`src/rtl/adc_spi_ctrl.sv`:
```
// SPI master for the 8-channel 12-bit serial ADC: one frame per accepted start, result returned with a one-cycle valid.
// Start-to-valid latency is 1+33*CLK_DIV clk cycles; starts arriving while busy are dropped, not queued.
module adc_spi_ctrl #(
    parameter int unsigned CLK_DIV  = 4,
    parameter int unsigned CS_QUIET = 8
) (
    input  logic        clk,
    input  logic        rst_n,
    input  logic        start,
    input  logic [2:0]  chan,
    output logic        busy,
    output logic        data_valid,
    output logic [11:0] data,
    output logic [2:0]  data_chan,
    output logic        adc_cs_n,
    output logic        adc_sclk,
    output logic        adc_din,
    input  logic        adc_dout
);

    localparam logic [7:0] DIV_LAST   = 8'(CLK_DIV - 1);
    localparam logic [7:0] QUIET_LAST = 8'(CS_QUIET - 1);

    typedef enum logic [2:0] {
        S_IDLE,
        S_SETUP,
        S_SHIFT,
        S_HOLD,
        S_QUIET
    } state_t;

    state_t      state_q;
    logic [7:0]  hcnt_q;
    logic [4:0]  ecnt_q;
    logic [7:0]  ctrl_q;
    logic [11:0] sr_q;
    logic [2:0]  chan_q;
    logic        cs_n_q;
    logic        sclk_q;
    logic        din_q;
    logic        busy_q;
    logic        vld_q;
    logic [11:0] data_q;
    logic [2:0]  dchan_q;
    logic        half_done;

    assign half_done = (hcnt_q == DIV_LAST);

    always_ff @(posedge clk) begin
        if (!rst_n) begin
            state_q <= S_IDLE;
            hcnt_q  <= 8'd0;
            ecnt_q  <= 5'd0;
            ctrl_q  <= 8'd0;
            sr_q    <= 12'd0;
            chan_q  <= 3'd0;
            cs_n_q  <= 1'b1;
            sclk_q  <= 1'b1;
            din_q   <= 1'b0;
            busy_q  <= 1'b0;
            vld_q   <= 1'b0;
            data_q  <= 12'd0;
            dchan_q <= 3'd0;
        end else begin
            vld_q <= 1'b0;
            case (state_q)
                S_IDLE: begin
                    if (start) begin
                        chan_q  <= chan;
                        ctrl_q  <= {2'b00, chan, 3'b000};
                        sr_q    <= 12'd0;
                        cs_n_q  <= 1'b0;
                        busy_q  <= 1'b1;
                        hcnt_q  <= 8'd0;
                        state_q <= S_SETUP;
                    end
                end
                S_SETUP: begin
                    if (half_done) begin
                        hcnt_q  <= 8'd0;
                        ecnt_q  <= 5'd0;
                        sclk_q  <= 1'b0;
                        din_q   <= ctrl_q[7];
                        ctrl_q  <= {ctrl_q[6:0], 1'b0};
                        state_q <= S_SHIFT;
                    end else begin
                        hcnt_q <= hcnt_q + 8'd1;
                    end
                end
                S_SHIFT: begin
                    // ecnt_q is the index of the last SCLK edge issued; falling edge 1 is index 0
                    if (half_done) begin
                        hcnt_q <= 8'd0;
                        ecnt_q <= ecnt_q + 5'd1;
                        sclk_q <= ~sclk_q;
                        if (sclk_q) begin
                            din_q  <= ctrl_q[7];
                            ctrl_q <= {ctrl_q[6:0], 1'b0};
                        end else begin
                            if (ecnt_q >= 5'd8) begin
                                sr_q <= {sr_q[10:0], adc_dout};
                            end
                            if (ecnt_q == 5'd30) begin
                                state_q <= S_HOLD;
                            end
                        end
                    end else begin
                        hcnt_q <= hcnt_q + 8'd1;
                    end
                end
                S_HOLD: begin
                    if (half_done) begin
                        cs_n_q  <= 1'b1;
                        data_q  <= sr_q;
                        dchan_q <= chan_q;
                        vld_q   <= 1'b1;
                        if (CS_QUIET == 1) begin
                            busy_q  <= 1'b0;
                            state_q <= S_IDLE;
                        end else begin
                            hcnt_q  <= 8'd1;
                            state_q <= S_QUIET;
                        end
                    end else begin
                        hcnt_q <= hcnt_q + 8'd1;
                    end
                end
                S_QUIET: begin
                    // the quiet count includes the cycle in which cs_n rose
                    if (hcnt_q == QUIET_LAST) begin
                        busy_q  <= 1'b0;
                        state_q <= S_IDLE;
                    end else begin
                        hcnt_q <= hcnt_q + 8'd1;
                    end
                end
                default: begin
                    state_q <= S_IDLE;
                end
            endcase
        end
    end

    assign busy       = busy_q;
    assign data_valid = vld_q;
    assign data       = data_q;
    assign data_chan  = dchan_q;
    assign adc_cs_n   = cs_n_q;
    assign adc_sclk   = sclk_q;
    assign adc_din    = din_q;

endmodule

```
`config.mk`:
```
export PLATFORM = sky130hd
export DESIGN_NAME = adc_spi_ctrl
export DESIGN_NICKNAME = d
export VERILOG_FILES = /design/src/rtl/adc_spi_ctrl.sv
export SDC_FILE = /design/constraint.sdc
export NUM_CORES = 1
export LEC_CHECK = 0
export ABC_AREA = 0
export BUFFER_PORTS_ARGS = -buffer_cell sky130_fd_sc_hd__buf_2
export CAP_MARGIN = 20
export CORE_MARGIN = 2
export CORE_UTILIZATION = 57
export DETAILED_ROUTE_END_ITERATION = 7
export GPL_ROUTABILITY_DRIVEN = 1
export GPL_TIMING_DRIVEN = 0
export PLACE_DENSITY_LB_ADDON = 0.25
export SLEW_MARGIN = 20
export SYNTH_ARGS = -nofsm -noshare
export SYNTH_HDL_FRONTEND = slang
export SYNTH_SLANG_ARGS = --single-unit
```
`constraint.sdc`:
```
create_clock -name clk -period 2.74 [get_ports clk]
set_clock_uncertainty 0.1 [all_clocks]
set_input_delay 0.411 -clock clk [delete_from_list [all_inputs] [get_ports clk]]
set_output_delay 0.411 -clock clk [all_outputs]
set_load 0.05 [all_outputs]
```
# ---- After elaboration in Yosys (flattened, before gate mapping)
# Index checks and enable logic that the tools add are counted.
dict set report word_totals {
  regBits 59
  in_bits 7
  out_inout_bits 20
  elab_cells 93
}
dict set report op_classes {
  addsub 2
  magnitude_cmp 1
  eq_ne 17
  muxes 40
  n_bitwise 1
  reduce_logical 19
}
# operator n
set ops {}
lappend ops {{two-way mux 8 bit} 8}
lappend ops {{two-way mux 12 bit} 4}
lappend ops {{case mux 8 bit (4 select lines)} 1}
lappend ops {{case mux 12 bit (2 select lines)} 1}
lappend ops {{case mux 8 bit (3 select lines)} 1}
lappend ops {{two-way mux 3 bit} 7}
lappend ops {{inequality test 2 bit (second input constant)} 10}
lappend ops {{case mux 3 bit (5 select lines)} 1}
lappend ops {{AND reduction 3 bit} 4}
lappend ops {{two-way mux 1 bit} 10}
lappend ops {{two-way mux 5 bit} 2}
lappend ops {{case mux 5 bit (2 select lines)} 1}
lappend ops {{AND reduction 5 bit} 2}
lappend ops {{adder 8 x 1 -> 8 bit (second input constant)} 1}
lappend ops {{equality test 8 x 2 -> 1 bit (second input constant)} 1}
lappend ops {{equality test 8 x 3 -> 1 bit (second input constant)} 1}
lappend ops {{case mux 1 bit (2 select lines)} 4}
lappend ops {{nonzero test 2 bit} 4}
lappend ops {{AND reduction 7 bit} 1}
lappend ops {{equality test 3 x 2 -> 1 bit (second input constant)} 2}
lappend ops {{AND reduction 2 bit} 3}
lappend ops {{adder 5 x 1 -> 5 bit (second input constant)} 1}
lappend ops {{equality test 5 bit (second input constant)} 1}
lappend ops {{greater-or-equal comparator 5 x 4 -> 1 bit (second input constant)} 1}
lappend ops {{other kinds (8)} 8}

# ---- Logic depth before layout (Yosys ltp)
dict set report depth {
  word_depth 5
  depth_mapped 8
  depth_no_buf 7
}

# ---- Worst setup path before layout
# No wires, ideal clock.
dict set report synth_path {
  path_type {reg-to-reg}
  start {reg hcnt_q[0]}
  end {reg sr_q[0]}
  setup_ps 128
  arrival_time_ps 2181
  required_ps 2512
  slack_ps 331
  path_stages_with_launch 9
  path_buffers 2
  synth_period_minus_slack_ps 2409
  path_cell_list {dfxtp_1 > ha_1 > or4b_4 > or2_1 > buf_6 > a2111o_1 > buf_6 > a22oi_1 > nor2_1}
}
dict set report synth_between {
  elab_chain_cells 3
}
# item line
set synth_lines {}
lappend synth_lines {{from (decl)} 33} ;# logic [7:0] hcnt_q;
lappend synth_lines {{from (signal assigned)} 87} ;# hcnt_q <= hcnt_q + 8'd1;
lappend synth_lines {{from (signal assigned)} 108} ;# hcnt_q <= hcnt_q + 8'd1;
lappend synth_lines {{from (signal assigned)} 125} ;# hcnt_q <= hcnt_q + 8'd1;
lappend synth_lines {{equality test 8 x 2 -> 1 bit} 47} ;# assign half_done = (hcnt_q == DIV_LAST);
lappend synth_lines {{inequality test 2 bit (no line)} --}
lappend synth_lines {{AND reduction 5 bit (no line)} --}
lappend synth_lines {{to (signal assigned)} 101} ;# sr_q <= {sr_q[10:0], adc_dout};
lappend synth_lines {{to (decl)} 36} ;# logic [11:0] sr_q;
# Every way passes these cells.
# A chain may end at the register's enable or synchronous reset.

# ---- Worst setup path after layout
dict set report layout_path {
  start {reg hcnt_q[0]}
  end {reg sr_q[4]}
}
# The elaborated chain is that of the path after synthesis.

==> metrics <==
status finished clean; CTS Buf Count 5; Clk pwr share 0.310; sequential share of the synthesized area 0.473; worst reg2reg setup slack 200 ps; Yosys top cell area share 0.473; initial antenna violation count 0; pre-CTS worst setup slack -1.54 ps; Critical R2R Launch hcnt_q[0]; DRC viols 0; reg-to-reg critical path endpoint sr_q[4]; Slew HR 0.515; startpoint types flop; Area Overhead vs Synth 11.9%; largest net degree at the start of global routing 17; CTS Hold Bufs 0; Crit path required time 2830 ps; Cell Pwr Density 522 nW/um^2; Lkg Pwr 1.12 nW; Core Area 4000 um^2; sw power 0.340 mW; worst reg2reg path depth 8; Synth top cells by count 56 x dfxtp_1, 48 x nor2_1, 21 x mux2i_1; cell area after synthesis 2370 um^2; RSZ-0062 raised after global routing false; Max Clk Rate 0.393 GHz; Worst EP arrival 2630 ps; Max Buffers Root-to-Sink 2; vias per cell 5.62; Post-synth ARST share 0; Clk Latency, worst-skew pair 310 ps; EDFF count, synth 0; initial core utilization 0.592; Die Y 68.5 um; Gate power share 0.084; Die Wd 68.5 um; DP HPWL 3.20 mm; Yosys reg bits 56; H-tree levels 2; clk root buf clkbuf_8; synthesized instance count 255; post-layout util 0.663; CTS sink count 56; critical path endpoint category flop; top cell type by total area after synthesis dfxtp_1; Seq pwr share 0.606; Row Count 23; Final setup violation count 0; ratio of cells with drive above 1 in the final layout 0.167; post-route minimum period 2540 ps; internal power 1.04 mW; top post-synthesis cells by area dfxtp_1 47%, mux2i_1 8.9%, nor2_1 7.6%; via count 1894; Port Buffers 26; hold path startpoint rst_n; global-route wire length before repair 7.50 mm; Max Cap Viol 0; Post-CTS Setup Bufs 0; Worst Tran Pin Value 725 ps; IO Pins 27; Fin. Hold Viols 0; period utilization 0.928; Yosys warning count 0; TritonCTS clock tree yes; Reg clk slew, reported paths 90 ps; vias in the first global route 1601; kind of critical path flop to flop; setup ws final 197 ps; Post-CTS Resized 1; WHS Path Cells 2; most common cell in the synthesized netlist dfxtp_1; HP Class input pin to flop; diodes inserted 0; Final GP Congestion 0.792; hold path endpoint adc_sclk; gr usage total 0.217; syn_area_per_cell 9.29 um^2; Max Slew Vio Count 0; DIE AREA 4690 um^2; ys flop type dfxtp_1; Starting DRT DRC Count 93; critical-path maximum fanout 10; DRT Pass-1 Iters 4; routed wire length 4.70 mm; maximum VDD drop 371 uV; Routed Antenna Nets 0; Routed wire per std cell 13.9 um; Distinct cells, synth 45; switching part of the total 0.246; Post-Syn Nets 265; Overflow after GRT 0; Layout Nets 297
## layout by cell type, fill, tap and decap left out, types with 5 or more instances in the layout
cell / n
mux2i_1: 21
nor3_1: 9
clkbuf_8: 5
a21oi_1: 12
xnor2_1: 6
inv_1: 5
a22oi_1: 11
dfxtp_1: 55
buf_2: 28
nor2_1: 47
o21ai_0: 6
clkbuf_1: 8
nand2_1: 10
## metrics by stage
stage	power, mW	instances	instance area, um^2	hold WS, ps	TNS [ps]
floorplan	0.942	255	2370	336	0
global placement	0.969	331	2560	354	0
detailed placement	0.972	331	2560	359	-1.54
CTS	1.39	338	2650	232	0
global route	1.44	337	2650	246	0
finish	1.38	337	2650	239	0
## area by class of cell
type	count	area, um^2
buffer	14	77.6
clock buffer	5	68.8
clock inverter	2	12.5
fill	337	1350
inverter	6	22.5
multi-input combinational	178	1150
sequential	56	1120
tap	50	62.6
timing repair buffer	26	130
## worst max path at each step
| stage | from | end | slack (ps) | depth (start not counted) |
|---|---|---|---|---|
| finish | hcnt_q[0] | sr_q[4] | 200 | 8 |
| global route | hcnt_q[1] | sr_q[4] | 50 | 8 |
| CTS | hcnt_q[0] | data_chan[0] | 90 | 8 |
| detailed placement | hcnt_q[0] | data[1] | -2 | 8 |
| global placement | hcnt_q[0] | data[1] | 70 | 8 |
| floorplan | hcnt_q[0] | sr_q[0] | 330 | 8 |
## power groups by stage
| stage | clock [mW] | combinational (mW) | sequential, mW |
|---|---|---|---|
| after floorplan | 0 | 0.0767 | 0.865 |
| after global placement | 0 | 0.112 | 0.857 |
| after detailed placement | 0 | 0.114 | 0.857 |
| after CTS | 0.439 | 0.115 | 0.838 |
| after global routing | 0.475 | 0.128 | 0.841 |
| final | 0.430 | 0.116 | 0.839 |
## cells by family (layout without fill, tap and decap cells)
logic type                 after synthesis  after routing  share of synthesized area
AOI/OAI and AO/OA                       48             48                      0.144
xor gates and xnor gates                10             10                     0.0370
adders and majority gates                3              3                     0.0158
buffers and inverters                   21             53                     0.0438
DFF                                     56             56                      0.473
muxes                                   22             22                     0.0935
and+or+nand+nor                         95             95                      0.192
## per-layer routing
layer,up-vias,GRT usage,part of all wire
met2,41,0.310,0.44
met1,885,0.307,0.49
met5,-,0,0
li1,963,-,-
met3,5,0.0559,0.048
met4,0,0.0925,0.016
## sequential cells by signal (all words and copies together) (netlist names)
register	count
data	12
ecnt_q	5
adc_din	1
chan_q	3
hcnt_q	8
busy	1
data_valid	1
sr_q	12
ctrl_q	5
adc_sclk	1
adc_cs_n	1
state_q	3
data_chan	3
## critical path, stage by stage, from the launching register on
cell and delay, ps:
dfxtp_2 370, ha_2 230, or4b_4 500, or2_1 240, buf_6 130, a2111o_1 460
buf_6 170, a22oi_1 160, nor2_1 60
Power figures use the tool's default switching activity.
